===== config.mk =====
export PLATFORM = sky130hd
export DESIGN_NAME = otter_prog_loader
export DESIGN_NICKNAME = d
export VERILOG_FILES = /design/src/rtl/otter_prog_loader.sv
export SDC_FILE = /design/constraint.sdc
export NUM_CORES = 1
export LEC_CHECK = 0
export BUFFER_PORTS_ARGS = -buffer_cell sky130_fd_sc_hd__buf_4
export CAP_MARGIN = 10
export CELL_PAD_IN_SITES_DETAIL_PLACEMENT = 1
export CELL_PAD_IN_SITES_GLOBAL_PLACEMENT = 1
export CORE_ASPECT_RATIO = 1.25
export CORE_MARGIN = 2
export CORE_UTILIZATION = 50
export DETAILED_ROUTE_END_ITERATION = 6
export PLACE_DENSITY = 0.86
export SYNTH_ARGS = -nofsm -noshare
export SYNTH_HDL_FRONTEND = slang
export SYNTH_SLANG_ARGS = --single-unit

===== constraint.sdc =====
create_clock -name clk -period 11.2 [get_ports clk]
set_clock_uncertainty 0.2 [all_clocks]
set_input_delay 1.68 -clock clk [delete_from_list [all_inputs] [get_ports clk]]
set_output_delay 1.68 -clock clk [all_outputs]
set_load 0.005 [all_outputs]

===== src/rtl/otter_prog_loader.sv =====
// rtl/otter_prog_loader.sv - UART-fed instruction memory loader for the programmable OTTER
module otter_prog_loader #(
    parameter int ADDR_W      = 14,
    parameter int TIMEOUT_CYC = 1000000
) (
    input  logic              clk,
    input  logic              rst,
    input  logic              rx_valid,
    input  logic [7:0]        rx_data,
    input  logic              mem_ready,
    input  logic              tx_ready,
    output logic              mcu_rst,
    output logic              mem_we,
    output logic [ADDR_W-1:0] mem_addr,
    output logic [31:0]       mem_wdata,
    output logic              tx_valid,
    output logic [7:0]        tx_data,
    output logic              busy,
    output logic              err
);

    localparam int TW = $clog2(TIMEOUT_CYC + 1);
    localparam logic [TW-1:0]   T_LAST    = TW'(TIMEOUT_CYC - 1);
    localparam logic [TW-1:0]   T_ONE     = 1;
    localparam logic [ADDR_W:0] WI_ONE    = 1;
    localparam logic [16:0]     MAX_WORDS = 17'(2 ** ADDR_W);
    localparam logic [7:0]      START     = 8'h5A;
    localparam logic [7:0]      ACK       = 8'hA5;
    localparam logic [7:0]      NAK       = 8'hEE;

    typedef enum logic [2:0] {
        S_IDLE,
        S_LEN_HI,
        S_LEN_LO,
        S_DATA,
        S_WRITE,
        S_CHK,
        S_RESP
    } state_t;

    state_t            state;
    logic [16:0]       len;
    logic [ADDR_W:0]   word_idx;
    logic [1:0]        byte_idx;
    logic [7:0]        chk;
    logic [31:0]       wbuf;
    logic [TW-1:0]     tcnt;
    logic              overrun;

    logic [16:0]       len_rx;
    logic [16:0]       next_words;
    logic              timed_out;

    assign len_rx     = {1'b0, len[15:8], rx_data};
    assign next_words = 17'(word_idx) + 17'd1;
    assign timed_out  = (tcnt == T_LAST);
    assign busy       = (state != S_IDLE);

    always_ff @(posedge clk or posedge rst) begin
        if (rst) begin
            state     <= S_IDLE;
            mcu_rst   <= 1'b0;
            mem_we    <= 1'b0;
            mem_addr  <= '0;
            mem_wdata <= '0;
            tx_valid  <= 1'b0;
            tx_data   <= '0;
            err       <= 1'b0;
            len       <= '0;
            word_idx  <= '0;
            byte_idx  <= '0;
            chk       <= '0;
            wbuf      <= '0;
            tcnt      <= '0;
            overrun   <= 1'b0;
        end else begin
            case (state)
                S_IDLE: begin
                    if (rx_valid && rx_data == START) begin
                        state    <= S_LEN_HI;
                        mcu_rst  <= 1'b1;
                        err      <= 1'b0;
                        word_idx <= '0;
                        byte_idx <= '0;
                        chk      <= '0;
                        tcnt     <= '0;
                        overrun  <= 1'b0;
                    end
                end

                S_LEN_HI: begin
                    if (rx_valid) begin
                        len   <= {1'b0, rx_data, 8'h00};
                        tcnt  <= '0;
                        state <= S_LEN_LO;
                    end else if (timed_out) begin
                        state    <= S_RESP;
                        tx_valid <= 1'b1;
                        tx_data  <= NAK;
                        err      <= 1'b1;
                    end else begin
                        tcnt <= tcnt + T_ONE;
                    end
                end

                S_LEN_LO: begin
                    if (rx_valid) begin
                        len  <= len_rx;
                        tcnt <= '0;
                        // Oversized loads are refused before any memory is touched.
                        if (len_rx > MAX_WORDS) begin
                            state    <= S_RESP;
                            tx_valid <= 1'b1;
                            tx_data  <= NAK;
                            err      <= 1'b1;
                        end else if (len_rx == 17'd0) begin
                            state <= S_CHK;
                        end else begin
                            state <= S_DATA;
                        end
                    end else if (timed_out) begin
                        state    <= S_RESP;
                        tx_valid <= 1'b1;
                        tx_data  <= NAK;
                        err      <= 1'b1;
                    end else begin
                        tcnt <= tcnt + T_ONE;
                    end
                end

                S_DATA: begin
                    if (rx_valid) begin
                        wbuf[{byte_idx, 3'b000} +: 8] <= rx_data;
                        chk      <= chk ^ rx_data;
                        byte_idx <= byte_idx + 2'd1;
                        tcnt     <= '0;
                        // Fourth byte goes straight onto the write port without waiting on wbuf.
                        if (byte_idx == 2'd3) begin
                            state     <= S_WRITE;
                            mem_we    <= 1'b1;
                            mem_addr  <= word_idx[ADDR_W-1:0];
                            mem_wdata <= {rx_data, wbuf[23:0]};
                        end
                    end else if (timed_out) begin
                        state    <= S_RESP;
                        tx_valid <= 1'b1;
                        tx_data  <= NAK;
                        err      <= 1'b1;
                    end else begin
                        tcnt <= tcnt + T_ONE;
                    end
                end

                S_WRITE: begin
                    if (rx_valid) begin
                        overrun <= 1'b1;
                    end
                    if (mem_ready) begin
                        mem_we   <= 1'b0;
                        word_idx <= word_idx + WI_ONE;
                        tcnt     <= '0;
                        if (overrun || rx_valid) begin
                            state    <= S_RESP;
                            tx_valid <= 1'b1;
                            tx_data  <= NAK;
                            err      <= 1'b1;
                        end else if (next_words == len) begin
                            state <= S_CHK;
                        end else begin
                            state <= S_DATA;
                        end
                    end
                end

                S_CHK: begin
                    if (rx_valid) begin
                        state    <= S_RESP;
                        tx_valid <= 1'b1;
                        tx_data  <= (rx_data == chk) ? ACK : NAK;
                        err      <= (rx_data != chk);
                    end else if (timed_out) begin
                        state    <= S_RESP;
                        tx_valid <= 1'b1;
                        tx_data  <= NAK;
                        err      <= 1'b1;
                    end else begin
                        tcnt <= tcnt + T_ONE;
                    end
                end

                S_RESP: begin
                    if (tx_ready) begin
                        tx_valid <= 1'b0;
                        mcu_rst  <= 1'b0;
                        state    <= S_IDLE;
                    end
                end

                default: state <= S_IDLE;
            endcase
        end
    end

endmodule


==> impl_metrics.env, run 1 <==
export IMPL_comb_power_share_pct=18.2
export IMPL_rsz0062_at_grt="false"
export IMPL_cts_sink_count=147
export IMPL_synthArstFlopShare_pct=100.0
export IMPL_core_area_um2=14470
export IMPL_grt_max_degree=96
export IMPL_wl_um=20250
export IMPL_synth_cell_types=81
export IMPL_synth_enable_flop_cells=0
export IMPL_power_sequential_fraction_pct=43.4
export IMPL_hp_class="reg2reg"
export IMPL_post_synth_top_area_cell="sky130_fd_sc_hd__dfrtp_1"
export IMPL_postCtsHoldBufs=0
export IMPL_setup_violations=0
export IMPL_timing_setup_tns_ps=0
export IMPL_ys_seq_elements=147
export IMPL_path_depth=3
export IMPL_highest_attainable_clock_frequency_mhz=265.6
export IMPL_leakage_uw=0.003973
export IMPL_power_per_cell_area_nw_per_um2=182.5
export IMPL_cts_buffers_inserted=17
export IMPL_drt_initial_drc_count=434
export IMPL_power_switching_uw=485.3
export IMPL_crit_path_max_fanout=19
export IMPL_grt_pass1_vias=6553
export IMPL_worstSetupPathType="reg2out"
export IMPL_initial_antenna_violation_count=0
export IMPL_cts_max_level=4
export IMPL_wl_per_cell_um=20.52
export IMPL_worstMarginPinSlew_ps=1162
export IMPL_dpl_cell_area_um2=7981
export IMPL_post_route_period_util_pct=33.61
export IMPL_max_cap_violations=0
export IMPL_final_hold_viol_count=0
export IMPL_post_route_cells_drive_above_1_share_pct=23.36
export IMPL_filler_cell_count=1579
export IMPL_failed_checks="design-rule violations"
export IMPL_p_int_uw=1086
export IMPL_post_route_drc_count=3
export IMPL_io_pin_count=72
export IMPL_cts_reportedPaths_clkPinSlew_ps=60
export IMPL_crit_path_start_kind="flip-flop"
export IMPL_insertedDiodeCount=0
export IMPL_critical_path_arrival_ps=1880
export IMPL_synth_common_cells="sky130_fd_sc_hd__dfrtp_1 (147), sky130_fd_sc_hd__nand2_1 (118), sky130_fd_sc_hd__o21ai_0 (94)"
export IMPL_worstSkewPairLatency_ps=430
export IMPL_initial_core_util_pct=51.31
export IMPL_detailedRoute_firstPassIterationCount=6
export IMPL_whs_ps=279.1
export IMPL_vias=5881
export IMPL_power_ir_vdd_worst_mv=0.09152
export IMPL_ff2ff_path_depth=8
export IMPL_grt_first_pass_wirelength_um=33820
export IMPL_ys_dominant_reg_cell="sky130_fd_sc_hd__dfrtp_1"
export IMPL_cts_path_max_buffers=2
export IMPL_synthCells=746
export IMPL_crit_slowest_cell="sky130_fd_sc_hd__dfrtp_1"
export IMPL_total_power_uw=1571
export IMPL_tritoncts="built"
export IMPL_avgSynthCellArea_um2=9.951
export IMPL_postSynthNetCount=766
export IMPL_synthTopCellsByArea="sky130_fd_sc_hd__dfrtp_1 (50%), sky130_fd_sc_hd__mux2_2 (8.0%), sky130_fd_sc_hd__o21ai_0 (6.3%), sky130_fd_sc_hd__nand2_1 (6.0%), sky130_fd_sc_hd__xor2_1 (3.3%)"
export IMPL_synthMostInstantiatedCell="sky130_fd_sc_hd__dfrtp_1"
export IMPL_cpLargestDelayFamily="flip-flops"
export IMPL_cp_data_required_time_ps=9320
export IMPL_cts_root_buf="sky130_fd_sc_hd__clkbuf_16"
export IMPL_crit_chain="nor3_2 -> inv_1 -> buf_4"
export IMPL_yosysTopAreaCellShare_pct=49.55
export IMPL_grt_use_total_pct=26.88
export IMPL_number_of_cells_on_the_worst_hold_path=1
export IMPL_floorplan_die_height_um=140.2
export IMPL_slowest_delay_ps=650
export IMPL_end_kind="output port"
export IMPL_sequential_element_share_of_the_synthesized_area_pct=49.55
export IMPL_maxSlewHeadroom_pct=22.28
export IMPL_worst_path_buf_inv=2
export IMPL_route_antenna_remaining_nets=0
export IMPL_number_of_instances_resized_during_post_cts_repair=0
export IMPL_floorplan_die_width_um=113.0
export IMPL_seq_area_um2=3679
export IMPL_final_area_um2=8607
export IMPL_drv_slew=0
export IMPL_gr_total_overflow=0
export IMPL_port_buffers=71
export IMPL_clkPwrFrac_pct=38.4
export IMPL_multi_input_comb_area_um2=3482
export IMPL_gp_congestion=0.9190
export IMPL_yosys_warnings=0
export IMPL_final_net_count=816
export IMPL_viasPerCell=5.958
export IMPL_rows=49
export IMPL_die_area_um2=15840
export IMPL_postCtsSetupRepairBufs=0
export IMPL_switching_share_pct=30.89
export IMPL_hpwl_um=13400
export IMPL_area_growth_syn_to_layout_pct=15.94
export IMPL_netlist_area_um2=7423
export IMPL_run_status="complete, but fails checks"
export IMPL_minimum_clock_period_ps=3765
export IMPL_final_standard_cell_count_with_taps_included_and_fillers_excluded=987
export IMPL_place_inst=955
## placed cells by master (no fill, tap or decap), types with 7 or more instances in the layout
cell,Yosys,routed
sky130_fd_sc_hd__dfrtp_1,147,147
sky130_fd_sc_hd__nand2_1,118,117
sky130_fd_sc_hd__o21ai_0,94,94
sky130_fd_sc_hd__buf_4,1,73
sky130_fd_sc_hd__nor2_1,55,55
sky130_fd_sc_hd__mux2_2,53,53
sky130_fd_sc_hd__xor2_1,28,28
sky130_fd_sc_hd__a21oi_1,20,20
sky130_fd_sc_hd__clkbuf_16,0,17
sky130_fd_sc_hd__nand3_1,15,15
sky130_fd_sc_hd__xnor2_1,12,12
sky130_fd_sc_hd__nand4_1,11,11
sky130_fd_sc_hd__inv_1,11,10
sky130_fd_sc_hd__nand2b_1,9,9
sky130_fd_sc_hd__nor3_1,9,9
sky130_fd_sc_hd__o31ai_1,7,7
sky130_fd_sc_hd__ha_1,7,7
## power groups by stage
| stage | Clock, uW | Sequential, uW | Combinational [uW] |
|---|---|---|---|
| 4_1_cts | 612 | 680 | 288 |
| 3_5_place_dp | 0 | 686 | 281 |
| 5_1_grt | 634 | 691 | 321 |
| 6_report | 603 | 682 | 286 |
| 3_3_place_gp | 0 | 678 | 261 |
| 2_1_floorplan | 0 | 657 | 215 |
## per-layer routing
layer	vias up	part of all wire [%]	GRT usage, %
li1	2705	-	-
met5	-	0	0
met4	0	2.5	10.46
met3	39	3.1	5.322
met2	124	55	48.32
met1	3013	40	31.54
## registers in the layout (all words and copies together) (netlist names), 2 cells and up
signal and cells:
wbuf 24, mem_wdata 32, len 16, byte_idx 2
tx_data 8, tcnt 20, state 3, word_idx 15
mem_addr 14, chk 8
## stage by stage
| stage | setup WS (ps) | utilization (%) |
|---|---|---|
| CTS | 7443 | 59.49 |
| floorplan | 5369 | - |
| global placement | 7302 | 55.16 |
| global route | 7376 | 59.49 |
| finish | 7435 | 59.49 |
| detailed placement | 7187 | 55.16 |
## cell families (layout without fill, tap and decap cells)
kind of cell / after synthesis / after routing / synth area share [%]
compound gates: 164 / 164 / 13.21
xor+xnor: 40 / 40 / 4.719
fa+ha+maj: 7 / 7 / 1.180
buf+inv: 54 / 117 / 3.573
flops: 147 / 147 / 49.55
mux: 54 / 54 / 8.175
simple gates: 280 / 280 / 19.59
## layout make-up
cell class	instances	area share, %
timing repair buffer	73	6.367
inverter	12	0.5815
tap	178	2.588
sequential	147	42.74
clock buffer	20	5.306
multi-input combinational	545	40.46
clock inverter	12	1.962
## final timing paths
kind                            slack (ps)                        to                     from
worst max-delay path                  7440                      busy     state[1]$_DFFE_PP0P_
worst min-delay path                   280    tx_data[7]$_DFFE_PP0P_   tx_data[7]$_DFFE_PP0P_
worst max register to register        7890      state[1]$_DFFE_PP0P_  word_idx[0]$_DFFE_PP0P_
worst min register to register         280    tx_data[7]$_DFFE_PP0P_   tx_data[7]$_DFFE_PP0P_
max in group asynchronous             8370   mem_addr[6]$_DFFE_PP0P_                      rst
min in group asynchronous             1220  mem_wdata[8]$_DFFE_PP0P_                      rst
Power figures use the tool's default switching activity.
==> run 2: changes to the inputs <==
--- a/config.mk
+++ b/config.mk
@@ -11,9 +11,9 @@
 export CELL_PAD_IN_SITES_GLOBAL_PLACEMENT = 1
 export CORE_ASPECT_RATIO = 1.25
 export CORE_MARGIN = 2
-export CORE_UTILIZATION = 50
+export CORE_UTILIZATION = 42
 export DETAILED_ROUTE_END_ITERATION = 6
-export PLACE_DENSITY = 0.86
+export PLACE_DENSITY = 0.77
 export SYNTH_ARGS = -nofsm -noshare
 export SYNTH_HDL_FRONTEND = slang
 export SYNTH_SLANG_ARGS = --single-unit
==> constraint.sdc (replaced) <==
create_clock -name clk -period 3.4 [get_ports clk]
set_clock_uncertainty 0.2 [all_clocks]
set_input_delay 0.51 -clock clk [delete_from_list [all_inputs] [get_ports clk]]
set_output_delay 0.51 -clock clk [all_outputs]
set_load 0.005 [all_outputs]
==> impl_metrics.env, run 2 (synthesized netlist as in run 1, its figures left out) <==
export IMPL_run_status="finished clean"
export IMPL_ff2ff_path_depth=8
export IMPL_switching_share_pct=32.00
export IMPL_postCtsHoldBufs=0
export IMPL_mostFrequentLayoutCell="sky130_fd_sc_hd__dfrtp_1"
export IMPL_io_pin_count=72
export IMPL_wl_um=19860
export IMPL_post_route_period_util_pct=85.41
export IMPL_port_buffers=71
export IMPL_critical_path_endpoint="state[1]$_DFFE_PP0P_"
export IMPL_drv_slew=0
export IMPL_largest_registers="mem_wdata x32, wbuf x24, tcnt x20"
export IMPL_seq_area_um2=3679
export IMPL_final_net_count=820
export IMPL_rsz0062_at_grt="false"
export IMPL_initial_antenna_violation_count=0
export IMPL_leakage_uw=0.003975
export IMPL_filler_cell_count=1920
export IMPL_detailedRoute_firstPassIterationCount=4
export IMPL_gp_congestion=0.8447
export IMPL_power_ir_vdd_worst_mv=0.3229
export IMPL_drt_initial_drc_count=456
export IMPL_critPathLaunch="word_idx[0]$_DFFE_PP0P_"
export IMPL_max_flop_register="mem_wdata"
export IMPL_cts_root_buf="sky130_fd_sc_hd__clkbuf_16"
export IMPL_minimum_clock_period_ps=2904
export IMPL_core_area_um2=17360
export IMPL_maxSlewHeadroom_pct=32.59
export IMPL_area_growth_syn_to_layout_pct=16.65
export IMPL_floorplan_die_width_um=122.9
export IMPL_cts_reportedPaths_clkPinSlew_ps=70
export IMPL_route_antenna_remaining_nets=0
export IMPL_vias=5804
export IMPL_final_hold_viol_count=0
export IMPL_power_per_cell_area_nw_per_um2=582.3
export IMPL_floorplan_die_height_um=152.6
export IMPL_setup_violations=0
export IMPL_grt_max_degree=148
export IMPL_cts_sink_count=147
export IMPL_cts_buffers_inserted=17
export IMPL_timing_setup_tns_ps=0
export IMPL_p_int_uw=3429
export IMPL_grt_pass1_vias=6158
export IMPL_rows=54
export IMPL_worstSetupPathType="reg2reg"
export IMPL_cp_data_required_time_ps=3510
export IMPL_tritoncts="built"
export IMPL_initial_core_util_pct=42.75
export IMPL_hpwl_um=13030
export IMPL_end_kind="flip-flop"
export IMPL_cts_path_max_buffers=2
export IMPL_multi_input_comb_area_um2=3482
export IMPL_post_route_drc_count=0
export IMPL_worstMarginPinSlew_ps=1009
export IMPL_insertedDiodeCount=0
export IMPL_max_reg_flops=32
export IMPL_max_cap_violations=0
export IMPL_power_sequential_fraction_pct=44.0
export IMPL_die_area_um2=18760
export IMPL_comb_power_share_pct=18.9
export IMPL_viasPerCell=5.597
export IMPL_postCtsSetupRepairBufs=0
export IMPL_clkPwrFrac_pct=37.1
export IMPL_crit_path_max_fanout=9
export IMPL_highest_attainable_clock_frequency_mhz=344.3
export IMPL_crit_reg2reg_capture="state[1]$_DFFE_PP0P_"
export IMPL_gr_total_overflow=0
export IMPL_worstSkewPairLatency_ps=420
export IMPL_crit_path_start_kind="flip-flop"
export IMPL_grt_use_total_pct=22.00
export IMPL_cts_max_level=4
export IMPL_power_switching_uw=1614
export IMPL_critical_path_arrival_ps=3010
export IMPL_wl_per_cell_um=19.16
export IMPL_hp_class="in2async"
export IMPL_finalCoreUtilization_pct=49.87
export IMPL_most_common_layout_cells="sky130_fd_sc_hd__dfrtp_1 (147), sky130_fd_sc_hd__nand2_1 (117), sky130_fd_sc_hd__o21ai_0 (94)"
export IMPL_grt_first_pass_wirelength_um=32400
export IMPL_r2r_setup_slack_ps=500
export IMPL_post_route_cells_drive_above_1_share_pct=23.74
export IMPL_worstReg2RegStart="word_idx[0]$_DFFE_PP0P_"
export IMPL_number_of_instances_resized_during_post_cts_repair=0
run 2: cell count changes in the layout (fill, tap and decap cells not counted):
| cell | change |
|---|---|
| sky130_fd_sc_hd__clkinv_2 | +1 |
| sky130_fd_sc_hd__inv_6 | +2 |
| sky130_fd_sc_hd__clkbuf_8 | -1 |
| sky130_fd_sc_hd__clkinvlp_4 | +1 |
| sky130_fd_sc_hd__buf_4 | +3 |
| sky130_fd_sc_hd__bufinv_16 | -2 |
| sky130_fd_sc_hd__clkinv_4 | -3 |
| sky130_fd_sc_hd__inv_8 | +2 |
| sky130_fd_sc_hd__buf_12 | +1 |
run 2: layout make-up:
cell class	count	area share, %
multi-input combinational	545	40.21
clock buffer	19	5.115
inverter	12	0.5635
tap	224	3.237
sequential	147	42.48
clock inverter	13	1.575
timing repair buffer	77	6.820
run 2: routing by layer:
metal / global-route usage (%) / wire length, um / vias to the layer above
met4: 6.787 / 326 / 0
met5: 0 / 0 / -
met1: 26.71 / 8173 / 2982
met3: 4.566 / 643 / 22
met2: 38.60 / 10720 / 88
li1: - / - / 2712
run 2: critical path, stage by stage, from the launching register on:
cell and delay (ps):
sky130_fd_sc_hd__dfrtp_1 490, sky130_fd_sc_hd__ha_1 400, sky130_fd_sc_hd__nand4_2 220, sky130_fd_sc_hd__nor2_1 360
sky130_fd_sc_hd__nand2_1 160, sky130_fd_sc_hd__xnor2_1 180, sky130_fd_sc_hd__a2111oi_2 230, sky130_fd_sc_hd__nand4_1 210
sky130_fd_sc_hd__o31a_1 330
run 2: how the worst min path moves through the flow:
| stage | startpoint | end | slack [ps] | depth (start not counted) |
|---|---|---|---|---|
| after floorplan | wbuf[0]$_DFFE_PP0P_ | wbuf[0]$_DFFE_PP0P_ | 250 | 2 |
| after global placement | wbuf[23]$_DFFE_PP0P_ | wbuf[23]$_DFFE_PP0P_ | 260 | 2 |
| after detailed placement | tx_data[5]$_DFFE_PP0P_ | tx_data[5]$_DFFE_PP0P_ | 260 | 1 |
| after CTS | rst | mem_addr[3]$_DFFE_PP0P_ | 170 | 3 |
| after global routing | rst | mem_addr[3]$_DFFE_PP0P_ | 150 | 3 |
| final | rst | mem_addr[3]$_DFFE_PP0P_ | 80 | 3 |
run 2: power groups by stage:
stage               clock (uW)  combinational, uW  sequential, uW
floorplan                    0                710            2170
global placement             0                889            2230
detailed placement           0                936            2240
CTS                       1900                961            2220
global route              1980               1070            2250
finish                    1870                954            2220
run 2: through the flow:
step | std cells | setup slack, ps | power, uW | hold WS (ps) | instance area [um2]
after floorplan | 746 | 843.0 | 2875 | 246.0 | 7427
after global placement | 1005 | 636.8 | 3117 | 257.8 | 8080
after detailed placement | 1005 | 544.5 | 3177 | 261.0 | 8080
after CTS | 1037 | 506.9 | 5081 | 171.3 | 8660
after global routing | 1037 | 331.1 | 5299 | 149.4 | 8660
final | 1037 | 496.0 | 5043 | 75.54 | 8660
